<file path="src/rtl/muldiv_iter.sv">
// muldiv_iter: iterative radix-2 RV32M multiply/divide unit.
// Operands are latched at issue. Multiplies use shift-add and divides use
// restoring shift-subtract, one bit per cycle on magnitudes, with a final
// sign fix-up. Divide-by-zero and signed overflow take a short path.
module muldiv_iter #(
  parameter int XLEN  = 32,
  parameter int CNT_W = 6
) (
  input  logic            clk,
  input  logic            reset,
  input  logic            start,
  input  logic [2:0]      funct3,
  input  logic [XLEN-1:0] src_a,
  input  logic [XLEN-1:0] src_b,
  input  logic [4:0]      rd_addr,
  input  logic            flush,
  output logic            busy,
  output logic            done,
  output logic [XLEN-1:0] result,
  output logic            wb_we,
  output logic [4:0]      wb_addr
);

  typedef enum logic [1:0] {IDLE, RUN, DONE} state_t;

  state_t            state_reg, state_next;
  logic [2:0]        op_reg;
  logic              neg_reg;
  logic              special_reg;
  logic [XLEN-1:0]   spec_val_reg;
  logic [XLEN-1:0]   addend_reg;   // multiplicand for MUL*, divisor for DIV*
  logic [XLEN:0]     hi_reg;       // product high half / partial remainder
  logic [XLEN-1:0]   lo_reg;       // product low half / quotient
  logic [XLEN-1:0]   res_reg;
  logic [CNT_W-1:0]  cnt_reg;
  logic [4:0]        rd_reg;

  // Issue-time decode: signedness, magnitudes and special-case detection.
  logic            is_div, a_signed, b_signed, a_neg, b_neg;
  logic            div_zero, div_ovf, neg_issue, accept;
  logic [XLEN-1:0] a_mag, b_mag, spec_val;

  always_comb begin
    is_div   = funct3[2];
    a_signed = (funct3 == 3'b001) || (funct3 == 3'b010) ||
               (funct3 == 3'b100) || (funct3 == 3'b110);
    b_signed = (funct3 == 3'b001) || (funct3 == 3'b100) || (funct3 == 3'b110);
    a_neg    = a_signed & src_a[XLEN-1];
    b_neg    = b_signed & src_b[XLEN-1];
    a_mag    = a_neg ? -src_a : src_a;
    b_mag    = b_neg ? -src_b : src_b;
    div_zero = is_div && (src_b == '0);
    div_ovf  = ((funct3 == 3'b100) || (funct3 == 3'b110)) &&
               (src_a == {1'b1, {(XLEN-1){1'b0}}}) && (src_b == '1);
    // Remainder follows the dividend sign; everything else is the sign product.
    neg_issue = (is_div && funct3[1]) ? a_neg : (a_neg ^ b_neg);
    if (div_zero)
      spec_val = funct3[1] ? src_a : '1;
    else
      spec_val = funct3[1] ? '0 : {1'b1, {(XLEN-1){1'b0}}};
    accept = start & ~flush;
  end

  // One iteration step for the operation held in op_reg.
  logic [XLEN:0]     mul_sum, div_shift, div_diff, hi_step;
  logic [XLEN-1:0]   lo_step;
  logic              div_ge;

  always_comb begin
    mul_sum   = hi_reg + {1'b0, (lo_reg[0] ? addend_reg : {XLEN{1'b0}})};
    div_shift = {hi_reg[XLEN-1:0], lo_reg[XLEN-1]};
    div_ge    = div_shift >= {1'b0, addend_reg};
    div_diff  = div_shift - {1'b0, addend_reg};
    if (op_reg[2]) begin
      hi_step = div_ge ? div_diff : div_shift;
      lo_step = {lo_reg[XLEN-2:0], div_ge};
    end else begin
      hi_step = {1'b0, mul_sum[XLEN:1]};
      lo_step = {mul_sum[0], lo_reg[XLEN-1:1]};
    end
  end

  // Final sign fix-up and word selection once all steps are done.
  logic [2*XLEN-1:0] prod, prod_fix;
  logic [XLEN-1:0]   quo_fix, rem_fix, final_val;
  logic              last_step;

  always_comb begin
    prod      = {hi_reg[XLEN-1:0], lo_reg};
    prod_fix  = neg_reg ? -prod : prod;
    quo_fix   = neg_reg ? -lo_reg : lo_reg;
    rem_fix   = neg_reg ? -hi_reg[XLEN-1:0] : hi_reg[XLEN-1:0];
    if (op_reg[2])
      final_val = op_reg[1] ? rem_fix : quo_fix;
    else
      final_val = (op_reg == 3'b000) ? prod_fix[XLEN-1:0] : prod_fix[2*XLEN-1:XLEN];
    last_step = (cnt_reg == CNT_W'(XLEN));
  end

  // State register.
  always_ff @(posedge clk or posedge reset) begin
    if (reset) state_reg <= IDLE;
    else       state_reg <= state_next;
  end

  // Next-state logic; flush aborts from any state.
  always_comb begin
    state_next = state_reg;
    case (state_reg)
      IDLE: if (accept) state_next = RUN;
      RUN: begin
        if (flush)                         state_next = IDLE;
        else if (special_reg || last_step) state_next = DONE;
      end
      DONE:    state_next = IDLE;
      default: state_next = IDLE;
    endcase
  end

  // Datapath: latch operands at issue, iterate in RUN, capture the result.
  always_ff @(posedge clk or posedge reset) begin
    if (reset) begin
      op_reg       <= '0;
      neg_reg      <= 1'b0;
      special_reg  <= 1'b0;
      spec_val_reg <= '0;
      addend_reg   <= '0;
      hi_reg       <= '0;
      lo_reg       <= '0;
      res_reg      <= '0;
      cnt_reg      <= '0;
      rd_reg       <= '0;
    end else begin
      case (state_reg)
        IDLE: begin
          if (accept) begin
            op_reg       <= funct3;
            neg_reg      <= neg_issue;
            special_reg  <= div_zero | div_ovf;
            spec_val_reg <= spec_val;
            addend_reg   <= is_div ? b_mag : a_mag;
            hi_reg       <= '0;
            lo_reg       <= is_div ? a_mag : b_mag;
            cnt_reg      <= '0;
            rd_reg       <= rd_addr;
          end
        end
        RUN: begin
          if (special_reg) begin
            res_reg <= spec_val_reg;
          end else if (last_step) begin
            res_reg <= final_val;
          end else begin
            hi_reg  <= hi_step;
            lo_reg  <= lo_step;
            cnt_reg <= cnt_reg + 1'b1;
          end
        end
        default: ;
      endcase
    end
  end

  // Outputs: result only visible during the done pulse.
  always_comb begin
    busy    = (state_reg != IDLE);
    done    = (state_reg == DONE);
    result  = done ? res_reg : '0;
    wb_addr = rd_reg;
    wb_we   = done & ~flush & (rd_reg != 5'd0);
  end

endmodule
</file>
<file path="config.mk">
export PLATFORM = sky130hd
export DESIGN_NAME = muldiv_iter
export DESIGN_NICKNAME = d
export VERILOG_FILES = /design/src/rtl/muldiv_iter.sv
export SDC_FILE = /design/constraint.sdc
export NUM_CORES = 1
export LEC_CHECK = 0
export CAP_MARGIN = 40
export CORE_MARGIN = 2
export CORE_UTILIZATION = 61
export DETAILED_ROUTE_END_ITERATION = 10
export MAX_ROUTING_LAYER = met4
export PLACE_DENSITY = 0.82
export REMOVE_ABC_BUFFERS = 1
export SLEW_MARGIN = 5
export SYNTH_ARGS = -nofsm -noshare
export SYNTH_HDL_FRONTEND = slang
export SYNTH_SLANG_ARGS = --single-unit
</file>
<file path="constraint.sdc">
create_clock -name clk -period 6.6 [get_ports clk]
set_input_delay 1.32 -clock clk [delete_from_list [all_inputs] [get_ports clk]]
set_output_delay 1.32 -clock clk [all_outputs]
set_load 0.02 [all_outputs]
</file>
==> flow_metrics.tcl <==
set metrics [dict create \
    outcome "completed" \
    slew_headroom 0.4256 \
    drive_above_1_share 0.04824 \
    worst_path_largest_cell_delay_ps 510 \
    drtAntennaViolNets 0 \
    drv_cap 0 \
    die_y_um 168.8 \
    grt_max_degree 90 \
    powerDensity_nw_per_um2 365.3 \
    nNetsFinal 2354 \
    min_from "res_reg[27]" \
    tightest_slew_ps 850.5 \
    path_cells "clkdlybuf4s50_1 -> inv_1 -> ha_1 -> or3b_2 -> or3_1 -> nand2b_1 -> nor2_1 -> nand2_1 -> o41ai_1 -> xor2_1 -> nor2_1 -> a21oi_1 -> o21ai_0" \
    ys_seq_area_frac 0.2703 \
    p_leak_nw 7.789 \
    drc 0 \
    rows 60 \
    period_needed_ps 4477 \
    dp_hpwl_mm 41.51 \
    timing.rr.end "hi_reg[30]" \
    fmax_ghz 0.2233 \
    place_area_um2 17830 \
    swShare 0.4945 \
    critPathSlowestCell "clkdlybuf4s50_1" \
    synthToLayoutAreaGrowth_pct 11.29 \
    io_pins 116 \
    grt_use_met2 0.6171 \
    die_area_um2 28500 \
    top_usage_layer "met2" \
    yosys_register_bits 179 \
    io_buffer_count 115 \
    use_met3 0.07248 \
    synth_top_flop_cell "dfrtp_1" \
    irDropWorstVdd_v 0.0001529 \
    wl_mm 55.44 \
    min_delay_path_depth 2 \
    rsz0062_at_grt "no" \
    grt_use_total 0.4014 \
    ctsResizeCount 0 \
    numCtsBuffers 17 \
    diodes 0 \
    crit_path_frequent_cell "nor2_1" \
    grt_antenna_before_repair 0 \
    grt_pass1_vias 15870 \
    p_int_w 0.003406 \
    r2r_slack_ps 2130 \
    clkLatencyLatePin_ps 460 \
    largest_register_ffs 33 \
    clkPwrFrac 0.159 \
    hold_viol_final 0 \
    met1_usage 0.5312 \
    hold_path_class "reg2reg" \
    synthArstFlopShare 1.000 \
    setup_viol 0 \
    worstPathMaxFanout 6 \
    syn-instance-count 2204 \
    worstPathArrival_ps 4800 \
    postLayoutCellArea_um2 18440 \
    power.switching_w 0.003332 \
    combPwrFrac 0.573 \
    grt_pass1_wl_mm 87.43 \
    setup_tns_ps 0 \
    die_x_um 168.8 \
    yosysWarnings 0 \
    path_class "in2reg" \
    reg2regPathDepth 13 \
    cts_hold_buf 0 \
    clk_pin_slew_ps 90 \
    p_seq_frac 0.269 \
    nFillCells 2288 \
    critical_path.startpoint "src_a[0]" \
    r2r-start "lo_reg[0]" \
    slew_violations 0 \
    first_pass_iters 6 \
    cts.sinks 179 \
    place.gp.congestion 0.9897 \
    start_kind "primary input" \
    drt_iter0_drc 2040 \
    critPathCaptureType "register" \
    fin_skew_ps 16.25 \
    fin_crit_sh 0.6784 \
    syn_area_um2 16570 \
    fp.coreArea_um2 26800 \
    viasPerCell 6.611 \
    cts_setup_buffers 0 \
    dr_total_vias 16920 \
    avgSynthCellArea_um2 7.519 \
    synth_edf_count 0 \
    gr-total-overflow 0 \
    cts_buffer_depth 2 \
    clock-root-buffer "clkbuf_16" \
    cts_max_level 4 \
    wl_per_cell_um 21.67 \
    hold_end "res_reg[27]" \
    synth_cell_types 76 \
    cts_tree "yes" \
    required_ps 6920 \
    start_util 0.6183 \
]
[worst max-delay path, delay by kind of cell]
family | cells | cell delay (ps)
XOR/XNOR | 1 | 260
adder cells (fa/ha/maj) | 1 | 170
AO/OA/AOI/OAI | 3 | 630
AND/OR/NAND/NOR | 6 | 1760
buffers and inverters | 2 | 640
[logic make-up after synthesis]
family,after synthesis,synth area share
flip-flops,179,0.2703
buffers and inverters,230,0.05315
adder cells (fa/ha/maj),73,0.05602
AO/OA/AOI/OAI,671,0.2475
XOR/XNOR,205,0.1083
multiplexers,62,0.03896
AND/OR/NAND/NOR,784,0.2257
[synth_stat cells, drive strengths merged (14+ instances only)]
| cell type | n | area, um^2 |
|---|---|---|
| o31ai | 63 | 473.0 |
| nand2b | 24 | 150.1 |
| a22oi | 15 | 112.6 |
| xor2 | 96 | 840.8 |
| a21o | 30 | 225.2 |
| nor3 | 43 | 215.2 |
| buf | 22 | 98.85 |
| or3 | 16 | 100.1 |
| o41ai | 15 | 131.4 |
| nand3 | 60 | 300.3 |
| or4 | 15 | 127.6 |
| nor4 | 18 | 133.9 |
| and3 | 14 | 87.58 |
| xnor2 | 109 | 954.7 |
| clkbuf | 143 | 538.0 |
| o211ai | 17 | 132.6 |
| nand4 | 25 | 156.4 |
| nand2 | 251 | 944.7 |
| dfrtp | 179 | 4479 |
| o221ai | 18 | 157.7 |
| ha | 71 | 888.4 |
| inv | 65 | 244.0 |
| a21oi | 226 | 1131 |
| o21ai | 187 | 939.7 |
| mux2i | 51 | 510.5 |
| nor2b | 41 | 256.5 |
| nor2 | 205 | 769.5 |
| and2 | 40 | 250.2 |
| a31oi | 16 | 100.1 |
[layer usage]
metal,vias up,share of wire,routed length (um)
met3,147,0.097,5392
met1,8002,0.41,23000
met4,0,0.040,2199
met5,-,0,0
met2,930,0.45,24850
li1,7839,-,-
[power by group through the flow]
stage | Clock (W) | Combinational, W | Sequential [W]
after CTS | 0.00107 | 0.00378 | 0.00178
after floorplan | 0 | 0.00282 | 0.00166
final | 0.00107 | 0.00386 | 0.00181
after global routing | 0.00112 | 0.00425 | 0.00184
after global placement | 0 | 0.00366 | 0.00178
after detailed placement | 0 | 0.00374 | 0.00180
[worst max path at each step]
stage                      to  slack [ps]  cells past startpoint
2_1_floorplan   addend_reg[0]         420                      1
3_3_place_gp   addend_reg[28]        1810                     13
3_5_place_dp   addend_reg[28]        1730                     13
4_1_cts        addend_reg[28]        2180                     13
5_1_grt        addend_reg[28]        1880                     13
6_report       addend_reg[28]        2120                     13
[stage by stage]
step           instances    util  hold WS (ps)  setup WS (ps)  total power, W
2_1_floorplan       2039       -         439.6          421.4        0.004474
3_3_place_gp        2523  0.6628         452.4           1810        0.005443
3_5_place_dp        2527  0.6653         459.4           1726        0.005544
4_1_cts             2559  0.6882         474.7           2183        0.006634
5_1_grt             2559  0.6882         495.5           1876        0.007201
6_report            2559  0.6882         474.6           2123        0.006738
[final cells by class]
type | instances | area, um^2 | area share
multi-input cells | 1795 | 11250 | 0.6099
flip-flops and latches | 179 | 4482 | 0.2430
repair buffers | 147 | 1424 | 0.07720
clock buffers | 18 | 429.2 | 0.02327
well taps | 341 | 426.7 | 0.02313
inverters | 65 | 249.0 | 0.01350
clock inverters | 14 | 185.2 | 0.01004
[layout by cell type, fill, tap and decap left out, types with 10 or more instances in the layout]
cell type,n
nand2_1,250
a31oi_1,16
dfrtp_1,177
nand3_1,60
inv_1,64
nor4_1,16
ha_1,71
nor3_1,43
o221ai_1,18
xor2_1,96
nor2_1,204
a21o_1,30
a22oi_1,15
mux2i_1,51
nand2b_1,23
or3_1,16
a21oi_1,226
mux2_2,10
o41ai_1,15
clkdlybuf4s50_1,114
nor2b_1,39
buf_4,30
o21ai_0,183
clkbuf_16,17
o31ai_1,62
o211ai_1,16
nand4_1,25
or4_1,11
and2_1,40
xnor2_1,109
and3_1,14
No activity file was read; power rests on OpenSTA's default activity.
